[src/rtl/arb_mux.sv]
// ---------------------------------------------------------------------------
// arb_mux
//
// Registered N-input stream multiplexer with built-in arbitration. Several
// valid/ready producers share one valid/ready consumer. The winner is picked
// by fixed priority (lowest index) or round-robin. Once a multi-beat packet
// starts, the grant is locked to that channel until its last beat is
// accepted. The selected beat is registered, which gives one cycle of
// latency from acceptance to dout.
//
// Parameters
//   data_size : width of each data channel in bits
//   num_in    : number of input channels (2..16)
//   sel_width : channel index width, ceil(log2(num_in))
//
// Ports
//   clk        : clock, all state changes on the rising edge
//   rst        : asynchronous active-high reset
//   mode       : 0 = fixed priority, 1 = round-robin
//   din        : packed input data, channel i at [i*data_size +: data_size]
//   din_valid  : per-channel valid
//   din_last   : per-channel last-beat flag, sampled when the beat is accepted
//   din_ready  : per-channel ready, at most one bit high
//   dout       : registered output data
//   dout_sel   : index of the channel that produced dout
//   dout_last  : registered last flag of the accepted beat
//   dout_valid : output valid
//   dout_ready : downstream ready
// ---------------------------------------------------------------------------
module arb_mux #(
    parameter int data_size = 32,
    parameter int num_in    = 4,
    parameter int sel_width = 2
) (
    input  logic                        clk,
    input  logic                        rst,
    input  logic                        mode,
    input  logic [num_in*data_size-1:0] din,
    input  logic [num_in-1:0]           din_valid,
    input  logic [num_in-1:0]           din_last,
    output logic [num_in-1:0]           din_ready,
    output logic [data_size-1:0]        dout,
    output logic [sel_width-1:0]        dout_sel,
    output logic                        dout_last,
    output logic                        dout_valid,
    input  logic                        dout_ready
);

    typedef enum logic {
        IDLE   = 1'b0,
        LOCKED = 1'b1
    } state_t;

    state_t                 r_state;
    state_t                 w_stateNext;
    logic [sel_width-1:0]   r_lockCh;
    logic [sel_width-1:0]   w_lockChNext;
    logic [sel_width-1:0]   r_ptr;
    logic [sel_width-1:0]   w_ptrNext;
    logic [sel_width-1:0]   w_ptrAfterWinner;

    logic [num_in-1:0]      w_grant;
    logic [sel_width-1:0]   w_winner;
    logic                   w_found;

    logic [data_size-1:0]   w_selData;
    logic                   w_selLast;

    logic                   w_canAccept;
    logic                   w_load;

    logic [data_size-1:0]   r_dout;
    logic [sel_width-1:0]   r_doutSel;
    logic                   r_doutLast;
    logic                   r_doutValid;

    // The output slot can take a new beat when it is empty or is being
    // drained this cycle, so accept and drain can share one edge.
    assign w_canAccept = !r_doutValid || dout_ready;
    assign w_load      = w_canAccept && |(din_valid & w_grant);

    // din_ready follows the grant, never din_valid directly. It is forced
    // low during reset because an empty output slot would otherwise
    // advertise ready while the block is held in reset.
    assign din_ready = (w_canAccept && !rst) ? w_grant : '0;

    // Grant selection. A locked packet owns the grant even while its
    // channel is idle, so a stalled packet cannot be interleaved with
    // another channel. In IDLE the policy chooses among valid channels:
    // lowest index for fixed priority, or the first valid channel at or
    // after ptr (wrapping) for round-robin.
    always_comb begin
        int idx;
        w_grant  = '0;
        w_winner = '0;
        w_found  = 1'b0;
        idx      = 0;
        if (r_state == LOCKED) begin
            w_grant[r_lockCh] = 1'b1;
            w_winner          = r_lockCh;
            w_found           = 1'b1;
        end else if (!mode) begin
            for (int i = 0; i < num_in; i++) begin
                if (din_valid[i] && !w_found) begin
                    w_grant[i] = 1'b1;
                    w_winner   = sel_width'(i);
                    w_found    = 1'b1;
                end
            end
        end else begin
            for (int k = 0; k < num_in; k++) begin
                idx = int'(r_ptr) + k;
                if (idx >= num_in) begin
                    idx = idx - num_in;
                end
                if (din_valid[idx] && !w_found) begin
                    w_grant[idx] = 1'b1;
                    w_winner     = sel_width'(idx);
                    w_found      = 1'b1;
                end
            end
        end
    end

    // One-hot AND-OR data mux. Ungranted channels are masked out entirely,
    // so their data and last flags can never leak onto the output.
    always_comb begin
        w_selData = '0;
        w_selLast = 1'b0;
        for (int i = 0; i < num_in; i++) begin
            if (w_grant[i]) begin
                w_selData = w_selData | din[i*data_size +: data_size];
                w_selLast = w_selLast | din_last[i];
            end
        end
    end

    // Round-robin pointer value after the current winner finishes a packet.
    assign w_ptrAfterWinner = (int'(w_winner) == num_in - 1)
                              ? '0 : w_winner + sel_width'(1);

    // Lock state machine and round-robin pointer. The pointer only moves
    // on an accepted last beat, so fairness is counted per packet rather
    // than per beat. It is updated in fixed-priority mode too, so that a
    // later switch to round-robin starts from a sensible place.
    always_comb begin
        w_stateNext  = r_state;
        w_lockChNext = r_lockCh;
        w_ptrNext    = r_ptr;
        case (r_state)
            IDLE: begin
                if (w_load) begin
                    if (w_selLast) begin
                        w_ptrNext = w_ptrAfterWinner;
                    end else begin
                        w_stateNext  = LOCKED;
                        w_lockChNext = w_winner;
                    end
                end
            end
            LOCKED: begin
                if (w_load && w_selLast) begin
                    w_stateNext = IDLE;
                    w_ptrNext   = w_ptrAfterWinner;
                end
            end
            default: begin
                w_stateNext = IDLE;
            end
        endcase
    end

    // State register. Reset drops any lock and restarts arbitration at 0.
    always_ff @(posedge clk or posedge rst) begin
        if (rst) begin
            r_state  <= IDLE;
            r_lockCh <= '0;
            r_ptr    <= '0;
        end else begin
            r_state  <= w_stateNext;
            r_lockCh <= w_lockChNext;
            r_ptr    <= w_ptrNext;
        end
    end

    // Output register. On a drain without a new load only the valid bit
    // falls; data, sel and last keep their last values.
    always_ff @(posedge clk or posedge rst) begin
        if (rst) begin
            r_dout      <= '0;
            r_doutSel   <= '0;
            r_doutLast  <= 1'b0;
            r_doutValid <= 1'b0;
        end else if (w_load) begin
            r_dout      <= w_selData;
            r_doutSel   <= w_winner;
            r_doutLast  <= w_selLast;
            r_doutValid <= 1'b1;
        end else if (r_doutValid && dout_ready) begin
            r_doutValid <= 1'b0;
        end
    end

    assign dout       = r_dout;
    assign dout_sel   = r_doutSel;
    assign dout_last  = r_doutLast;
    assign dout_valid = r_doutValid;

endmodule

[config.mk]
export PLATFORM = sky130hd
export DESIGN_NAME = arb_mux
export DESIGN_NICKNAME = d
export VERILOG_FILES = /design/src/rtl/arb_mux.sv
export SDC_FILE = /design/constraint.sdc
export NUM_CORES = 1
export LEC_CHECK = 0
export CAP_MARGIN = 20
export CORE_ASPECT_RATIO = 0.7
export CORE_MARGIN = 2
export CORE_UTILIZATION = 36
export CTS_BUF_LIST = sky130_fd_sc_hd__clkbuf_8
export CTS_CLUSTER_SIZE = 14
export DETAILED_ROUTE_END_ITERATION = 7
export GPL_ROUTABILITY_DRIVEN = 0
export PLACE_DENSITY = 0.79
export RECOVER_POWER = 25
export SETUP_SLACK_MARGIN = 0.1
export SYNTH_ARGS = -nofsm -noshare
export SYNTH_HDL_FRONTEND = slang
export SYNTH_SLANG_ARGS = --single-unit
[constraint.sdc]
create_clock -name clk -period 3.3 [get_ports clk]
set_input_delay 0.495 -clock clk [delete_from_list [all_inputs] [get_ports clk]]
set_output_delay 0.495 -clock clk [all_outputs]
set_load 0.005 [all_outputs]
=== Yosys cells after proc, flatten, opt, wreduce, memory -nomap -nowiden ===
Cells that the tools add are included.

* $lt $le $gt $ge: 14
* Reduce and logical (&&, ||, !) cells: 28
* Multiplexer cells: 96
* Bitwise gates (word level): 12
* $add $sub $neg: 8
* Equality and inequality tests: 4

{| class="wikitable"
|+ Operators by type and width
! operator !! number
|-
| $mux 32 || 16
|-
| $ge 32x1->1 const B || 4
|-
| $lt 32x4->1 const B || 4
|-
| $or 32x32->32 || 3
|-
| $mux 4 || 13
|-
| $mux 1 || 44
|-
| $mux 2 || 12
|-
| $logic_and 1x1->1 || 15
|-
| $or 4x4->4 || 3
|-
| $sub 3x3->4 const B || 3
|-
| $demux 1 s2 || 5
|-
| $ge 3x3->1 const B || 3
|-
| $bmux 1 s2 || 4
|-
| $logic_not 1->1 || 8
|-
| $add 2x2->3 const B || 2
|-
| $reduce_and 3->1 || 2
|-
| $and 4x4->4 || 1
|-
| $ne 2x2->1 const B || 2
|-
| $pmux 2 s2 || 1
|-
| $reduce_or 4->1 || 1
|-
| $sub 2x3->4 const B || 1
|-
| $add 2x1->3 const B || 1
|-
| $ge 2x3->1 const B || 1
|-
| $lt 2x3->1 const B || 1
|-
| other kinds (9) || 12
|}

* Word-level logic and storage cells: 169
* Bits in registers: 41
* Output and inout bits: 40

=== Depth between registers and ports, before layout ===
Gate-level depths: netlist of run 1.

* Word-level depth: 35
* Gate-level depth with buffers: 15
* Mapped depth without buffers: 10

=== Worst setup path before layout of run 1 ===
No wires, ideal clock.

* Kind: reg-to-reg
* Start: register r_ptr[1]
* End: register r_dout[7] (netlist: dout[7])
* Data arrival time: 3,125 ps
* Clock period less this slack: 3,252 ps
* Path buffers: 3
* Required time: 3,173 ps
* Library setup time: 127 ps
* Slack: 48 ps
* Stages on the path, launching flop included: 12
* Cell sequence: dfrtp_1 -> buf_2 -> inv_1 -> ha_1 -> mux2_2 -> and3_1 -> a221o_1 -> a2111o_1 -> o21ai_2 -> buf_6 -> buf_6 -> mux2_1

* Longest elaborated chain between the ends: 32

{| class="wikitable"
|+ Ends and longest elaborated chain
! item !! RTL line !! text
|-
| start, declared || 58 || <nowiki>logic [sel_width-1:0] r_ptr;</nowiki>
|-
| start signal, assigned || 182 || <nowiki>r_ptr <= w_ptrNext;</nowiki>
|-
| branches (longest 22 deep; another with $ge 32x1->1) || -- ||
|-
| $mux 4 * || 116 || <nowiki>if (din_valid[idx] && !w_found) begin</nowiki>
|-
| $mux 4 * || 102 || <nowiki>end else if (!mode) begin</nowiki>
|-
| $mux 4 * || 98 || <nowiki>if (r_state == LOCKED) begin</nowiki>
|-
| $mux 32 || 131 || <nowiki>if (w_grant[i]) begin</nowiki>
|-
| $or 32x32->32 || 132 || <nowiki>w_selData = w_selData | din[i*data_size +: data_size];</nowiki>
|-
| $mux 32 || 131 ||
|-
| $or 32x32->32 || 132 ||
|-
| $mux 32 || 131 ||
|-
| $or 32x32->32 || 132 ||
|-
| $mux 32 || 131 ||
|-
| end signal, assigned || 195 || <nowiki>r_dout <= w_selData;</nowiki>
|-
| end, declared || 72 || <nowiki>logic [data_size-1:0] r_dout;</nowiki>
|}

Mark *: on every way between the ends. The select of a mux whose other input is x is not followed.
A chain may end at the register's enable or synchronous reset.

=== Worst setup path after layout of run 1 ===
* Start: register r_ptr[0]
* End: register r_dout[29] (netlist: dout[29])

The elaborated chain is that of the path after synthesis.

==> Implementation_results.wiki, run 1 <==
{| class="wikitable"
! Metric !! Value
|-
| Result of the run || finished, final reports clean
|-
| Crit path kind || flip-flop to flip-flop
|-
| Combinational group share of total power || just over 70%
|-
| Tightest hold margin || about 0.50 ns
|-
| Sequential Power Share || 20.0%
|-
| Clock power share || 8.3%
|-
| CTS clock-pin slew for the worst setup and hold paths || 0.08 ns
|-
| Crit-path most repeated cell || buf_12
|-
| Share of final-layout standard cells stronger than drive strength 1 || 21.1%
|-
| Effective utilization at floorplan || 37.6%
|-
| Leading cell type in the layout, fill and taps excluded || clkdlybuf4s50_1
|-
| Die Area || 9700 sq um
|-
| Sequential-to-total area share from yosys stat || about a third
|-
| RSZ-0062 raised after global routing || no
|-
| Horizontal extent of the die || 117 microns
|-
| Total power || 0.00482 W
|-
| Clock root buffer || clkbuf_8
|-
| Power Density || 847 nW/um^2
|-
| Die Span Y || ~83 microns
|-
| Cells on Worst Hold Path || 1
|-
| Switching power || ~0.0019 W
|-
| Buffers on Ports || approximately 180
|-
| Internal power || slightly below 0.003 W
|-
| Number of I/O pins || 180
|-
| Cells along the critical path || inv_2, ha_4, nor4bb_2, o21ai_1, nand3_1, buf_4, a31o_2, a2111o_1, o21ai_4, buf_12, buf_12, mux2_2
|-
| DR vias || slightly below 4000
|-
| Slew HR || between 30% and 40%
|-
| Highest Clock Rate || about 310 MHz
|-
| Syn avg cell area || between 9 and 10 sq um
|-
| Clock buffer count from CTS || 5
|-
| Synthesized cell area || 3210 sq um
|-
| Antenna viol nets, final || 0
|-
| Switching fraction of total power || 39.8%
|-
| Via count of the first global-routing pass || 3821
|-
| Cell type group with the largest total delay on the critical path || compound AO/OA/AOI/OAI gates
|-
| Final period util || 96.5%
|-
| Commonest non-fill, non-tap cells in the layout || clkdlybuf4s50_1 (170), o21ai_0 (46), inv_1 (40), dfrtp_1 (40), buf_4 (37)
|-
| Share of async-settable or async-resettable flops after synthesis || 100%
|-
| Fraction of synthesized cell area taken by the top area cell type || 32.0%
|-
| Endpoints failing hold || 0
|-
| Slew at the pin with the worst max-slew slack || 0.905 ns
|-
| Area Growth Syn to Fin || 77.2%
|-
| NumNets Final || a little over 700
|-
| Initial antenna violation count || 0
|-
| Synthesized instance count || 352
|-
| Netlist cell types || 56
|-
| Number of enable flip-flop cells after synthesis || 0
|-
| Post-Place Cells || ~660
|-
| Hold_buf cts || 0
|-
| DRC violation count after routing || 0
|-
| Detailed Routing Iterations Pass 1 || 7
|-
| Final setup violation count || 0
|-
| Worst hold-check path type || flip-flop to flip-flop
|-
| Worst Reg2Reg Path Length in Cells || 12
|-
| Post-Place Setup Slack || -0.351 ns
|-
| Half-perimeter wire length of the detailed placement result || 9.39 mm
|-
| Crit-path max FO || 10
|-
| First-pass GRT wire length || 19.1 mm
|-
| Core region area || 8550 sq um
|-
| Most area-hungry cell type in the Yosys netlist || dfrtp_1
|-
| Worst clock skew on the final layout || 0.00378 ns
|-
| CP startpoint kind || flip-flop
|-
| Vias per cell || 5.66
|-
| Reg2reg setup slack || 0.12 ns
|-
| Maximum number of pins on one net before global-route repair || 37
|-
| Setup slack of the critical path after layout || around 0.12 ns
|-
| GRT Resource Usage Total || 24.9%
|-
| Period minus WS final || 3.18 ns
|-
| Crit. path cell count || 12
|-
| Largest cells by area after synthesis || dfrtp_1 (32%), mux2_2 (12%), a222oi_1 (10%)
|-
| Non-Filler Instances || 680
|-
| Arrival time worst endpoint || 3.37 ns
|-
| Max-slew violation count || 0
|-
| Most frequently used flop master after synthesis || dfrtp_1
|-
| Share of the core filled with cells in the final layout || 66.6%
|-
| Total number of H-tree levels || 2
|-
| Seq cells post-synth || 41
|-
| Skew-Pair Late Insertion Delay || 0.30 ns
|-
| Number of DRC violations after detailed-routing iteration 0 || 486
|-
| Number of diodes added for antenna fixing || 0
|-
| Slowest Stage Delay on Critical Path || 0.44 ns
|-
| Total Routed Length || 12.8 mm
|-
| Clock Tree Buf Depth || 2
|-
| Peak VDD IR || 0.000523 V
|-
| CTS tree || done
|-
| Critical path endpoint category || flip-flop
|-
| Count of synthesis-stage warnings from yosys || 0
|-
| Leak || 2.43 nW
|-
| Placement Rows || 28
|-
| Post-synthesis net count || around 500
|-
| Required time at the endpoint of the critical path || 3.49 ns
|-
| Cell type of the slowest stage on the worst timing path || dfrtp_2
|-
| Per-cell routed wire length || 18.9 microns
|-
| Num Clock Sinks || a little over 40
|-
| Global route overflow || 0
|-
| Max-cap violations || 0
|-
| CP Buf/Inv Count || 4
|}
worst reg2reg max path, cell delays in order (launching register included):
cell,delay [ns]
dfrtp_2,0.44
inv_2,0.10
ha_4,0.25
nor4bb_2,0.20
o21ai_1,0.22
nand3_1,0.16
buf_4,0.17
a31o_2,0.23
a2111o_1,0.42
o21ai_4,0.27
buf_12,0.15
buf_12,0.13
mux2_2,0.34
state kept, by name (all words and copies together) (netlist names):
name,flops
dout_sel,2
r_lockCh,2
dout_valid,1
dout,32
dout_last,1
r_state,1
r_ptr,2
synth_stat cells (all sizes together) (2+ instances only):
master	count
o21ai	48
dfrtp	41
inv	41
mux2	39
a222oi	32
clkbuf	16
nand2	15
buf	12
nor2	11
mux2i	9
a21oi	8
nand2b	8
a31oi	5
and3	5
nand3b	5
ha	4
nor2b	4
a211o	3
a21o	3
nand4	3
nor3	3
o31ai	3
a221o	2
a31o	2
nand3	2
nor4bb	2
o21a	2
o221ai	2
o32a	2
metal layers:
layer	global-route usage (%)	up-vias	routed length, microns
met5	0	-	0
met2	41.3	248	5850
met1	30.3	1798	5040
li1	-	1760	-
met3	8.39	40	1580
met4	7.59	0	361
power by group through the flow:
stage,logic [W],clock network (W),registers [W]
2_1_floorplan,0.00175,0,0.000932
3_5_place_dp,0.00306,0,0.000965
5_1_grt,0.00368,0.000434,0.00100
3_3_place_gp,0.00298,0,0.000948
6_report,0.00345,0.000399,0.000965
4_1_cts,0.00327,0.000403,0.000961
layout make-up:
type / count / area [sq um]
clock buffers: 5 / 68.8
clock inverters: 2 / 35.0
fillers: 710 / 2860
inverters: 41 / 154
multi-input cells: 242 / 2000
flip-flops and latches: 41 / 1030
well taps: 120 / 150
repair buffers: 229 / 2250
kinds of logic after synthesis:
family                   synth area share [%]
AND/OR/NAND/NOR                          10.8
multiplexers                             17.3
AO/OA/AOI/OAI                            28.2
adder cells (fa/ha/maj)                  1.56
XOR/XNOR                                0.546
flip-flops                               32.0
buffers and inverters                    9.66
stage by stage:
step	cell area, sq um	TNS (ns)
3_3_place_gp	5370	-10.87
6_report	5690	0
5_1_grt	5690	0
2_1_floorplan	3230	0
4_1_cts	5610	0
3_5_place_dp	5370	-12.97
worst paths after layout:
path,to,from
setup / recovery,dout[29],r_ptr[0]
hold / removal,dout[7],dout[7]
setup reg to reg,dout[29],r_ptr[0]
hold reg to reg,dout[7],dout[7]
max in group asynchronous,dout[27],rst
min in group asynchronous,dout[4],rst
repair_timing:
item                                    4_1_cts  5_1_grt
endpoints found under the setup margin       40       43
buffers inserted                              6        3
endpoints found under the hold margin         0        0
pin swaps                                     7        4
gates cloned                                  1        0
resized for setup                            21       19
Note: power is estimated with default switching activity, not from simulation.
==> run 2: changes to the inputs <==
--- a/config.mk
+++ b/config.mk
@@ -7,7 +7,6 @@
 export LEC_CHECK = 0
 export CAP_MARGIN = 20
 export CORE_ASPECT_RATIO = 0.7
-export CORE_MARGIN = 2
 export CORE_UTILIZATION = 36
 export CTS_BUF_LIST = sky130_fd_sc_hd__clkbuf_8
 export CTS_CLUSTER_SIZE = 14
==> Implementation_results.wiki, run 2 (synthesis gave the netlist of run 1 again) <==
{| class="wikitable"
! Metric !! Value
|-
| Initial antenna violation count || 0 (unchanged)
|-
| Max-slew violation count || 29 (was 0)
|-
| Non-Filler Instances || 685 (was 680)
|-
| Via count of the first global-routing pass || 3557 (was 3821)
|-
| Switching power || 0.00191 W (was 0.00192 W)
|-
| Crit-path max FO || 14 (was 10)
|-
| CTS clock-pin slew for the worst setup and hold paths || 0.09 ns (was 0.08 ns)
|-
| Detailed Routing Iterations Pass 1 || 7 (unchanged)
|-
| Power Density || 833 nW/um^2 (was 847 nW/um^2)
|-
| Global route overflow || 0 (unchanged)
|-
| Half-perimeter wire length of the detailed placement result || 9.09 mm (was 9.39 mm)
|-
| Fillers || 666 (was 710)
|-
| Flip-flop count of the largest register, all copies and words added || 32 (unchanged)
|-
| Slew at the pin with the worst max-slew slack || 1.51 ns (was 0.905 ns)
|-
| Worst clock skew on the final layout || 0.00957 ns (was 0.00378 ns)
|-
| Placement Rows || 28 (unchanged)
|-
| CTS tree || done (unchanged)
|-
| Number of DRC violations after detailed-routing iteration 0 || 480 (was 486)
|-
| Post-Place Setup Slack || -0.324 ns (was -0.351 ns)
|-
| Skew-Pair Late Insertion Delay || 0.30 ns (about the same)
|-
| RSZ-0062 raised after global routing || yes (was no)
|-
| DRC violation count after routing || 0 (unchanged)
|-
| Cells along the critical path || buf_4, mux2i_2, mux2_4, and3_1, a221o_1, a2111o_1, o21ai_4, buf_12, buf_12, mux2_2 (was inv_2, ha_4, nor4bb_2, o21ai_1, nand3_1, buf_4, a31o_2, a2111o_1, o21ai_4, buf_12, buf_12, mux2_2)
|-
| Num Clock Sinks || 41 (unchanged)
|-
| Crit-path most repeated cell || buf_12 (unchanged)
|-
| GRT Resource Usage Total || 24.0% (was 24.9%)
|-
| Endpoints failing hold || 0 (unchanged)
|-
| First-pass GRT wire length || 17.2 mm (was 19.1 mm)
|-
| Buffers on Ports || 179 (unchanged)
|-
| Setup slack of the critical path after layout || 0.102 ns (was 0.116 ns)
|-
| Area Growth Syn to Fin || 77.8% (was 77.2%)
|-
| Arrival time worst endpoint || 3.38 ns (was 3.37 ns)
|-
| Die Span Y || 81.0 microns (was 83.0 microns)
|-
| Sequential Power Share || 19.6% (was 20.0%)
|-
| Crit path launch || r_ptr[0] (unchanged)
|-
| Max-cap violations || 1 (was 0)
|-
| Core region area || 8550 sq um (unchanged)
|-
| Commonest non-fill, non-tap cells in the layout || clkdlybuf4s50_1 (170), o21ai_0 (45), buf_4 (44), inv_1 (40), dfrtp_1 (40) (was clkdlybuf4s50_1 (170), o21ai_0 (46), inv_1 (40), dfrtp_1 (40), buf_4 (37))
|-
| Peak VDD IR || 0.000424 V (was 0.000523 V)
|-
| Per-cell routed wire length || 17.8 microns (was 18.9 microns)
|-
| Cell type of the slowest stage on the worst timing path || a2111o_1 (was dfrtp_2)
|-
| CP startpoint kind || flip-flop (unchanged)
|-
| Slew HR || -0.651% (was 39.7%)
|-
| Worst R2R Start || r_ptr[0] (unchanged)
|-
| Number of diodes added for antenna fixing || 0 (unchanged)
|-
| Switching fraction of total power || 40.1% (was 39.8%)
|-
| Result of the run || finished, violations left (was finished, final reports clean)
|-
| Die Area || 9310 sq um (was 9700 sq um)
|-
| Worst Reg2Reg Path Length in Cells || 10 (was 12)
|-
| Highest Clock Rate || 313 MHz (was 314 MHz)
|-
| Total negative setup slack || 0 ns (unchanged)
|-
| Violations in the final reports || capacitance limit, slew limit
|-
| Clock Tree Buf Depth || 2 (unchanged)
|-
| Worst hold-check path type || flip-flop to flip-flop (unchanged)
|-
| Leading cell type in the layout, fill and taps excluded || clkdlybuf4s50_1 (unchanged)
|-
| Cell type group with the largest total delay on the critical path || compound AO/OA/AOI/OAI gates (unchanged)
|-
| Worst setup path endpoint || dout[6] (was dout[29])
|-
| Leak || 2.43 nW (about the same)
|-
| Period minus WS final || 3.20 ns (was 3.18 ns)
|-
| Tightest hold margin || 0.510 ns (was 0.504 ns)
|-
| Number of I/O pins || 180 (unchanged)
|-
| CP Buf/Inv Count || 3 (was 4)
|-
| Vias per cell || 5.70 (was 5.66)
|-
| Critical path endpoint category || flip-flop (unchanged)
|-
| Effective utilization at floorplan || 37.6% (unchanged)
|-
| Hold_buf cts || 0 (unchanged)
|-
| Clock root buffer || clkbuf_8 (unchanged)
|-
| Total Routed Length || 12.2 mm (was 12.8 mm)
|-
| Crit. path cell count || 10 (was 12)
|-
| Total power || 0.00475 W (was 0.00482 W)
|-
| Required time at the endpoint of the critical path || 3.48 ns (was 3.49 ns)
|-
| Final setup violation count || 0 (unchanged)
|-
| Maximum number of pins on one net before global-route repair || 33 (was 37)
|-
| Internal power || 0.00285 W (was 0.00290 W)
|-
| Reg2reg setup slack || 0.10 ns (was 0.12 ns)
|-
| Combinational group share of total power || 73.4% (was 71.7%)
|-
| NumNets Final || 708 (was 704)
|-
| Final period util || 96.9% (was 96.5%)
|-
| Crit path kind || flip-flop to flip-flop (unchanged)
|-
| Horizontal extent of the die || 115 microns (was 117 microns)
|-
| Antenna viol nets, final || 0 (unchanged)
|-
| Share of final-layout standard cells stronger than drive strength 1 || 22.1% (was 21.1%)
|-
| DR vias || 3904 (was 3846)
|-
| Total number of H-tree levels || 2 (unchanged)
|-
| Clock buffer count from CTS || 5 (unchanged)
|-
| Post-Place Cells || 667 (was 663)
|-
| Slowest Stage Delay on Critical Path || 0.49 ns (was 0.44 ns)
|-
| RR Endpoint || dout[6] (was dout[29])
|-
| Clock power share || 7.0% (was 8.3%)
|}
run 2: changes by cell type in the layout (fill, tap and decap cells not counted), moves of 2 or more:
cell / previous run / this run
o31ai_2: 1 / 3
buf_6: 6 / 3
buf_4: 37 / 44
clkbuf_2: 2 / 0
mux2i_2: 1 / 3
o31ai_1: 2 / 0
run 2: worst register-to-register path, cell delays in order, from the launching register on:
cell and delay (ns):
dfrtp_2 0.46, buf_4 0.21, mux2i_2 0.19, mux2_4 0.32, and3_1 0.22, a221o_1 0.36
a2111o_1 0.49, o21ai_4 0.21, buf_12 0.16, buf_12 0.14, mux2_2 0.33
run 2: how the worst min path moves through the flow:
stage	from	depth (start not counted)	endpoint	slack, ns
2_1_floorplan	dout_sel[0]	2	dout_sel[0]	0.47
3_5_place_dp	dout_sel[0]	2	dout_sel[0]	0.49
4_1_cts	rst	2	r_state	0.48
6_report	dout[1]	1	dout[1]	0.51
3_3_place_gp	dout[21]	1	dout[21]	0.49
5_1_grt	dout[0]	1	dout[0]	0.53
run 2: per-stage QoR:
stage / utilization, % / instance area, sq um
final: 66.8 / 5710
after global routing: 66.8 / 5710
after CTS: 64.8 / 5540
after detailed placement: 63.0 / 5380
after global placement: 63.0 / 5380
after floorplan: - / 3230
run 2: cell type report:
cell class / instances / area [sq um] / share of cell area, %
multi-input cells: 242 / 2020 / 35.4
clock inverters: 3 / 17.5 / 0.307
repair buffers: 233 / 2270 / 39.8
flip-flops and latches: 41 / 1030 / 18.0
inverters: 41 / 154 / 2.70
clock buffers: 5 / 68.8 / 1.21
well taps: 120 / 150 / 2.63
run 2: layer usage:
layer  vias up  share of wire [%]  global-route usage (%)
li1       1769                  -                       -
met1      1860                 40                    28.5
met2       241                 47                    41.9
met3        34                 12                    7.99
met4         0                2.2                    6.49
met5         -                  0                       0
run 2: power groups by stage:
stage          logic [W]  registers, W  clock network, W
4_1_cts          0.00318      0.000932          0.000339
2_1_floorplan    0.00175      0.000932                 0
5_1_grt          0.00372      0.000967          0.000366
6_report         0.00349      0.000932          0.000332
3_3_place_gp     0.00302      0.000930                 0
3_5_place_dp     0.00308      0.000935                 0
run 2: timing repair:
| action | 4_1_cts | 5_1_grt |
|---|---|---|
| endpoints found under the setup margin | 39 | 39 |
| gates resized for setup | 22 | 25 |
| setup buffers | 4 | 4 |
| pin swaps | 7 | 7 |
| cloned | 0 | 2 |
